$ cat src/rtl/muldiv_pkg.sv
// Shared types and constants for the iterative multiply/divide sequencer.
package muldiv_pkg;

  localparam int XLEN_DEFAULT = 32;

  typedef enum logic [1:0] {
    IDLE,
    RUN,
    FIXUP,
    DONE
  } state_t;

  localparam logic [2:0] F3_MUL    = 3'b000;
  localparam logic [2:0] F3_MULH   = 3'b001;
  localparam logic [2:0] F3_MULHSU = 3'b010;
  localparam logic [2:0] F3_MULHU  = 3'b011;
  localparam logic [2:0] F3_DIV    = 3'b100;
  localparam logic [2:0] F3_DIVU   = 3'b101;
  localparam logic [2:0] F3_REM    = 3'b110;
  localparam logic [2:0] F3_REMU   = 3'b111;

endpackage

$ cat src/rtl/muldiv_iter_core.sv
// Shared shift-add multiply / restoring divide datapath, one iteration per step.
// Divide mode keeps the remainder in the high word and the quotient in the low word.
module muldiv_iter_core #(
  parameter int XLEN = 32
) (
  input  logic              clk,
  input  logic              rst,
  input  logic              load,
  input  logic              step,
  input  logic              is_div,
  input  logic [XLEN-1:0]   mag_a,
  input  logic [XLEN-1:0]   mag_b,
  output logic [2*XLEN-1:0] acc
);

  logic [2*XLEN-1:0] acc_q, acc_next;
  logic [XLEN-1:0]   opb_q, acc_hi, acc_lo;
  logic [XLEN:0]     add_sum, shifted, diff;

  assign acc_hi = acc_q[2*XLEN-1:XLEN];
  assign acc_lo = acc_q[XLEN-1:0];
  assign acc    = acc_q;

  always_comb begin
    add_sum = {1'b0, acc_hi} + (acc_lo[0] ? {1'b0, opb_q} : '0);
    shifted = {acc_hi, acc_lo[XLEN-1]};
    diff    = shifted - {1'b0, opb_q};
    if (!is_div)
      acc_next = {add_sum, acc_lo[XLEN-1:1]};
    else if (diff[XLEN])  // borrow: restore the shifted remainder
      acc_next = {shifted[XLEN-1:0], acc_lo[XLEN-2:0], 1'b0};
    else
      acc_next = {diff[XLEN-1:0], acc_lo[XLEN-2:0], 1'b1};
  end

  always_ff @(posedge clk) begin
    if (rst) begin
      acc_q <= '0;
      opb_q <= '0;
    end else if (load) begin
      acc_q <= {{XLEN{1'b0}}, mag_a};
      opb_q <= mag_b;
    end else if (step) begin
      acc_q <= acc_next;
    end
  end

endmodule

$ cat src/rtl/muldiv_sequencer.sv
// Multi-cycle M-extension sequencer: operand latch, special divide cases, FSM, sign fixup.
//   state | meaning
//   IDLE  | waiting for mul_en/div_en; latches operands on start
//   RUN   | one datapath iteration per cycle, XLEN cycles
//   FIXUP | apply signs, select word, register result
//   DONE  | one-cycle done strobe, requests ignored
module muldiv_sequencer
  import muldiv_pkg::*;
#(
  parameter int XLEN = XLEN_DEFAULT
) (
  input  logic            clk,
  input  logic            rst,
  input  logic            mul_en,
  input  logic            div_en,
  input  logic [2:0]      funct3,
  input  logic            flush,
  input  logic [XLEN-1:0] op_a,
  input  logic [XLEN-1:0] op_b,
  output logic            busy,
  output logic            done,
  output logic [XLEN-1:0] result
);

  localparam int CW = $clog2(XLEN);
  localparam logic [CW-1:0]   CNT_LAST = CW'(XLEN - 1);
  localparam logic [XLEN-1:0] INT_MIN  = {1'b1, {(XLEN-1){1'b0}}};

  state_t            state_q, state_d;
  logic [CW-1:0]     cnt_q;
  logic              is_div_q, sign_a_q, sign_b_q;
  logic [2:0]        f3_q;
  logic [XLEN-1:0]   result_q;
  logic              start, load, step;
  logic              a_signed, b_signed, sign_a, sign_b;
  logic              div_zero, div_ovf, special, rem_sel;
  logic [XLEN-1:0]   mag_a, mag_b, special_res, fix_res;
  logic [XLEN-1:0]   quot, rem, quot_fix, rem_fix;
  logic [2*XLEN-1:0] prod, prod_fix;

  assign start  = (mul_en | div_en) & ~flush;
  assign result = result_q;

  always_comb begin
    a_signed = 1'b0;
    b_signed = 1'b0;
    case (funct3)
      F3_MUL, F3_MULH, F3_DIV, F3_REM: begin
        a_signed = 1'b1;
        b_signed = 1'b1;
      end
      F3_MULHSU: a_signed = 1'b1;
      default: ;
    endcase
    sign_a   = a_signed & op_a[XLEN-1];
    sign_b   = b_signed & op_b[XLEN-1];
    mag_a    = sign_a ? -op_a : op_a;
    mag_b    = sign_b ? -op_b : op_b;
    rem_sel  = (funct3 == F3_REM) | (funct3 == F3_REMU);
    div_zero = (op_b == '0);
    div_ovf  = ((funct3 == F3_DIV) | (funct3 == F3_REM)) & (op_a == INT_MIN) & (op_b == '1);
    special  = div_en & (div_zero | div_ovf);
    if (div_zero)
      special_res = rem_sel ? op_a : '1;
    else
      special_res = rem_sel ? '0 : INT_MIN;
  end

  always_ff @(posedge clk) begin
    if (rst) state_q <= IDLE;
    else     state_q <= state_d;
  end

  always_comb begin
    state_d = state_q;
    case (state_q)
      IDLE:    if (start) state_d = special ? DONE : RUN;
      RUN:     if (cnt_q == '0) state_d = FIXUP;
      FIXUP:   state_d = DONE;
      DONE:    state_d = IDLE;
      default: state_d = IDLE;
    endcase
    if (flush) state_d = IDLE;
  end

  always_comb begin
    busy = 1'b0;
    done = 1'b0;
    load = 1'b0;
    step = 1'b0;
    case (state_q)
      IDLE: begin
        busy = start;
        load = start & ~special;
      end
      RUN: begin
        busy = 1'b1;
        step = 1'b1;
      end
      FIXUP:   busy = 1'b1;
      DONE:    done = 1'b1;
      default: ;
    endcase
    if (flush | rst) busy = 1'b0;
  end

  always_ff @(posedge clk) begin
    if (rst) begin
      cnt_q    <= '0;
      is_div_q <= 1'b0;
      sign_a_q <= 1'b0;
      sign_b_q <= 1'b0;
      f3_q     <= '0;
      result_q <= '0;
    end else begin
      if (state_q == IDLE && start) begin
        cnt_q    <= CNT_LAST;
        is_div_q <= div_en;
        f3_q     <= funct3;
        sign_a_q <= sign_a;
        sign_b_q <= sign_b;
        if (special) result_q <= special_res;
      end else if (state_q == RUN && cnt_q != '0) begin
        cnt_q <= cnt_q - CW'(1);
      end
      if (state_q == FIXUP && !flush) result_q <= fix_res;
    end
  end

  muldiv_iter_core #(.XLEN(XLEN)) u_core (
    .clk    (clk),
    .rst    (rst),
    .load   (load),
    .step   (step),
    .is_div (is_div_q),
    .mag_a  (mag_a),
    .mag_b  (mag_b),
    .acc    (prod)
  );

  // Remainder sits in the high word, quotient in the low word after a divide.
  assign quot = prod[XLEN-1:0];
  assign rem  = prod[2*XLEN-1:XLEN];

  always_comb begin
    prod_fix = (sign_a_q ^ sign_b_q) ? -prod : prod;
    quot_fix = (sign_a_q ^ sign_b_q) ? -quot : quot;
    rem_fix  = sign_a_q ? -rem : rem;
    case (f3_q)
      F3_MUL:                       fix_res = prod_fix[XLEN-1:0];
      F3_MULH, F3_MULHSU, F3_MULHU: fix_res = prod_fix[2*XLEN-1:XLEN];
      F3_DIV, F3_DIVU:              fix_res = quot_fix;
      default:                      fix_res = rem_fix;
    endcase
  end

endmodule

$ cat config.mk
export PLATFORM = sky130hd
export DESIGN_NAME = muldiv_sequencer
export DESIGN_NICKNAME = d
export VERILOG_FILES = /design/src/rtl/muldiv_pkg.sv /design/src/rtl/muldiv_iter_core.sv /design/src/rtl/muldiv_sequencer.sv
export SDC_FILE = /design/constraint.sdc
export NUM_CORES = 1
export LEC_CHECK = 0
export CAP_MARGIN = 20
export CORE_UTILIZATION = 60
export CTS_CLUSTER_SIZE = 25
export DETAILED_ROUTE_END_ITERATION = 8
export GPL_TIMING_DRIVEN = 1
export HOLD_SLACK_MARGIN = 0.12
export PLACE_DENSITY = 0.79
export SLEW_MARGIN = 20
export SYNTH_ARGS = -nofsm -noshare
export SYNTH_HDL_FRONTEND = slang
export SYNTH_SLANG_ARGS = --single-unit
export TNS_END_PERCENT = 1
$ cat constraint.sdc
create_clock -name clk -period 4.74 [get_ports clk]
set_input_delay 0.948 -clock clk [delete_from_list [all_inputs] [get_ports clk]]
set_output_delay 0.948 -clock clk [all_outputs]
set_load 0.01 [all_outputs]
==> results.md <==
* Final setup fails at 0
* Pre-antenna DRT Iters at 8
* Status: complete, no violations
* Dpl hpwl at between 30000 and 40000 um
* Post-route ant nets at 0
* Total negative slack at 0 ns
* Ratio of cells with drive above 1 in the final layout at 6.70%
* NumNets Final at roughly 2.1k
* CP max FO at 8
* Die H at roughly 160 um
* Sequential share of the synthesized area at 20.1%
* Adder-cell area share of the yosys netlist at under 10%
* Post-synth top area share at 20.1%
* Die area at roughly 0.024 sq mm
* Worst setup margin at between 0.4 and 0.5 ns
* CTS Buffer Depth at 2
* GR Util All Layers at 43.1%
* Maximum vdd ir drop at around 0.00026 V
* Power density over cell area at 282 mW/mm^2
* Post-DR wirelength/cell at between 20 and 25 um
* Mapped Nets at roughly 2.1k
* DRC at 0
* Synth Warn # at 0
* Synth-to-layout area growth at 12.8%
* Clock latency on the worst-skew pair at roughly 0.44 ns
* Post-synth top cells: nor2_1 (221), nand2_1 (144), dfxtp_1 (141)
* Top_reg_cell synth: dfxtp_1
* Xor and xnor area share after synthesis at a little under an eighth
* Achievable frequency at roughly 230 MHz
* Leak at approximately 6.0 nW
* Final min period at 4.31 ns
* Root buf cell: clkbuf_16
* Asr flop ratio synth at 0%
* Main combinational cell family by area after synthesis: compound AO/OA/AOI/OAI gates
* Final WL at around 52000 um
* CP max-delay cell: a211oi_1
* CTS Hold Bufs at 0
* Core area at approximately 0.023 sq mm
* IO Pins at approximately 110
* Crit start category: flop
* Critical path, cell by cell: inv_1 > ha_1 > or3b_2 > or4_1 > nand2b_1 > nor3_1 > a31oi_1 > a21oi_1 > xnor2_1 > a211oi_1 > a311oi_1
* Via-per-instance ratio at around 6.8
* Average cell area after synthesis at roughly 7.3 sq um
* Setup WS pre-CTS at ~0.28 ns
* Slew Limit Fails at 0
* Clock tree sinks at 141
* Die width at ~160 um
* RSZ-0062 raised after global routing: false
* CP Data Arrival Time at ~4.6 ns
* Largest net degree at the start of global routing at 85
* Slew HR at a little over a quarter
* Vias at ~16k
* CP delay by family, top: simple AND/OR/NAND/NOR gates
* Synth area leader: dfxtp_1
* Tcrit/Tclk final at around nine tenths
* TritonCTS clock tree: yes
* Worst slew pin tran at 1.10 ns
* First-pass GRT wire length at between 80000 and 90000 um
* Max_cap viols at 0
* Min-delay worst type: flop to flop
* H-tree levels at 4
* Final Skew at 0.0125 ns
* Top cells by area, synth: dfxtp_1 (20%), ha_1 (6.7%), xor2_1 (6.0%), nor2_1 (5.9%), a211oi_1 (5.7%)
* WP data required at roughly 5 ns
* Initial antenna violation count at 3
* I/O Buffers at about 110
* Vias in the first global route at approximately 14k
* Clk slew on worst S/H paths at 0.06 ns
* Initial DRC count at approximately 1.9k
* WS Path Type: flop to flop
* Post-CTS Resized at 0
* Mux share of post-synthesis cell area at 4.17%
* TritonCTS Buffers at 17
* EDFF count, synth at 0
* Fin. Hold Viols at 0
* #FFs+latches synth at approximately 140
* Post-CTS Setup Repair Bufs at 0
* Yosys cell types at 86
* WP buf/inv at 1
* Mapped Cells at about 1.9k
* Simple-gate share of the synthesized area at 20.8%
* Crit path largest cell delay at approximately 0.79 ns
* Row cnt at 55
* Top-count cell post-synth: nor2_1
* RePlAce Congestion at 1.02
* CP endpoint kind: flop
* Post-synthesis cell area at 0.0141 sq mm
* Initial cell density of the core at roughly three fifths
* Post-synthesis compound-gate area fraction at 30.7%
* Grt total ovfl at 0
registers in the layout, summed over array words and instances, names as in the netlist, 2 cells and up:
name	flops
u_core.opb_q	32
result	32
f3_q	3
u_core.acc	64
state_q	2
cnt_q	5
layer usage:
metal	routed length (um)	global-route usage, %
met5	13	0
met4	3850	28.1
met3	5390	12.1
met2	22700	67.4
met1	19700	51.7
worst register-to-register path, cell delays in order (launching register included):
cell and delay [ns]:
dfxtp_1 0.38, inv_1 0.21, ha_1 0.35, or3b_2 0.54, or4_1 0.62, nand2b_1 0.36, nor3_1 0.21, a31oi_1 0.26
a21oi_1 0.25, xnor2_1 0.08, a211oi_1 0.79, a311oi_1 0.09
power by group:
part,switching (mW),leakage (nW),internal [mW]
Clock,0.579,0.269,0.735
Sequential,0.175,1.15,1.27
Combinational,1.02,4.53,0.686
final timing paths:
check | start | to | slack, ns | cells past startpoint
max reg2reg | u_core.acc[32] | result[30] | 0.43 | 11
max | u_core.acc[32] | result[30] | 0.43 | 11
min reg2reg | result[24] | result[24] | 0.46 | 2
min | result[24] | result[24] | 0.46 | 2
logic make-up (layout without fill, tap and decap cells):
group / Yosys count / after routing
AOI/OAI and AO/OA: 643 / 643
and+or+nand+nor: 610 / 610
buffers and inverters: 206 / 240
xor gates and xnor gates: 186 / 186
DFF: 141 / 141
adders and majority gates: 77 / 77
muxes: 58 / 58
other: 0 / 2
area by class of cell:
| class | instances | area, sq um |
|---|---|---|
| Antenna cell | 2 | 5.00 |
| Clock buffer | 18 | 439 |
| Clock inverter | 12 | 116 |
| Fill cell | 2045 | 6970 |
| Inverter | 66 | 248 |
| Multi-Input combinational cell | 1574 | 10500 |
| Sequential cell | 141 | 2830 |
| Tap cell | 313 | 392 |
| Timing Repair Buffer | 144 | 1370 |
through the flow:
step	cells	util [%]	area [sq um]	power, mW	hold WS (ns)
floorplan	1921	-	14100	2.59	0.476
global placement	2237	67.0	15300	3.09	0.454
detailed placement	2237	67.0	15300	3.12	0.460
CTS	2267	69.4	15900	4.41	0.468
global route	2268	69.5	15900	4.66	0.482
finish	2270	69.5	15900	4.47	0.465
placed cells by master (no fill, tap or decap), types with 18 or more instances in the layout:
| cell type | instances |
|---|---|
| nor2_1 | 221 |
| nand2_1 | 144 |
| dfxtp_1 | 140 |
| a21oi_1 | 128 |
| o21ai_0 | 128 |
| a211oi_1 | 107 |
| clkdlybuf4s50_1 | 104 |
| xor2_1 | 95 |
| xnor2_1 | 90 |
| ha_1 | 74 |
| inv_1 | 65 |
| mux2i_1 | 53 |
| nor3_1 | 46 |
| a31oi_1 | 44 |
| buf_4 | 38 |
| a21o_1 | 29 |
| o31ai_1 | 28 |
| nand3_1 | 26 |
| or3_1 | 23 |
| or4_1 | 18 |
| o211ai_1 | 18 |
Power figures use the tool's default switching activity.
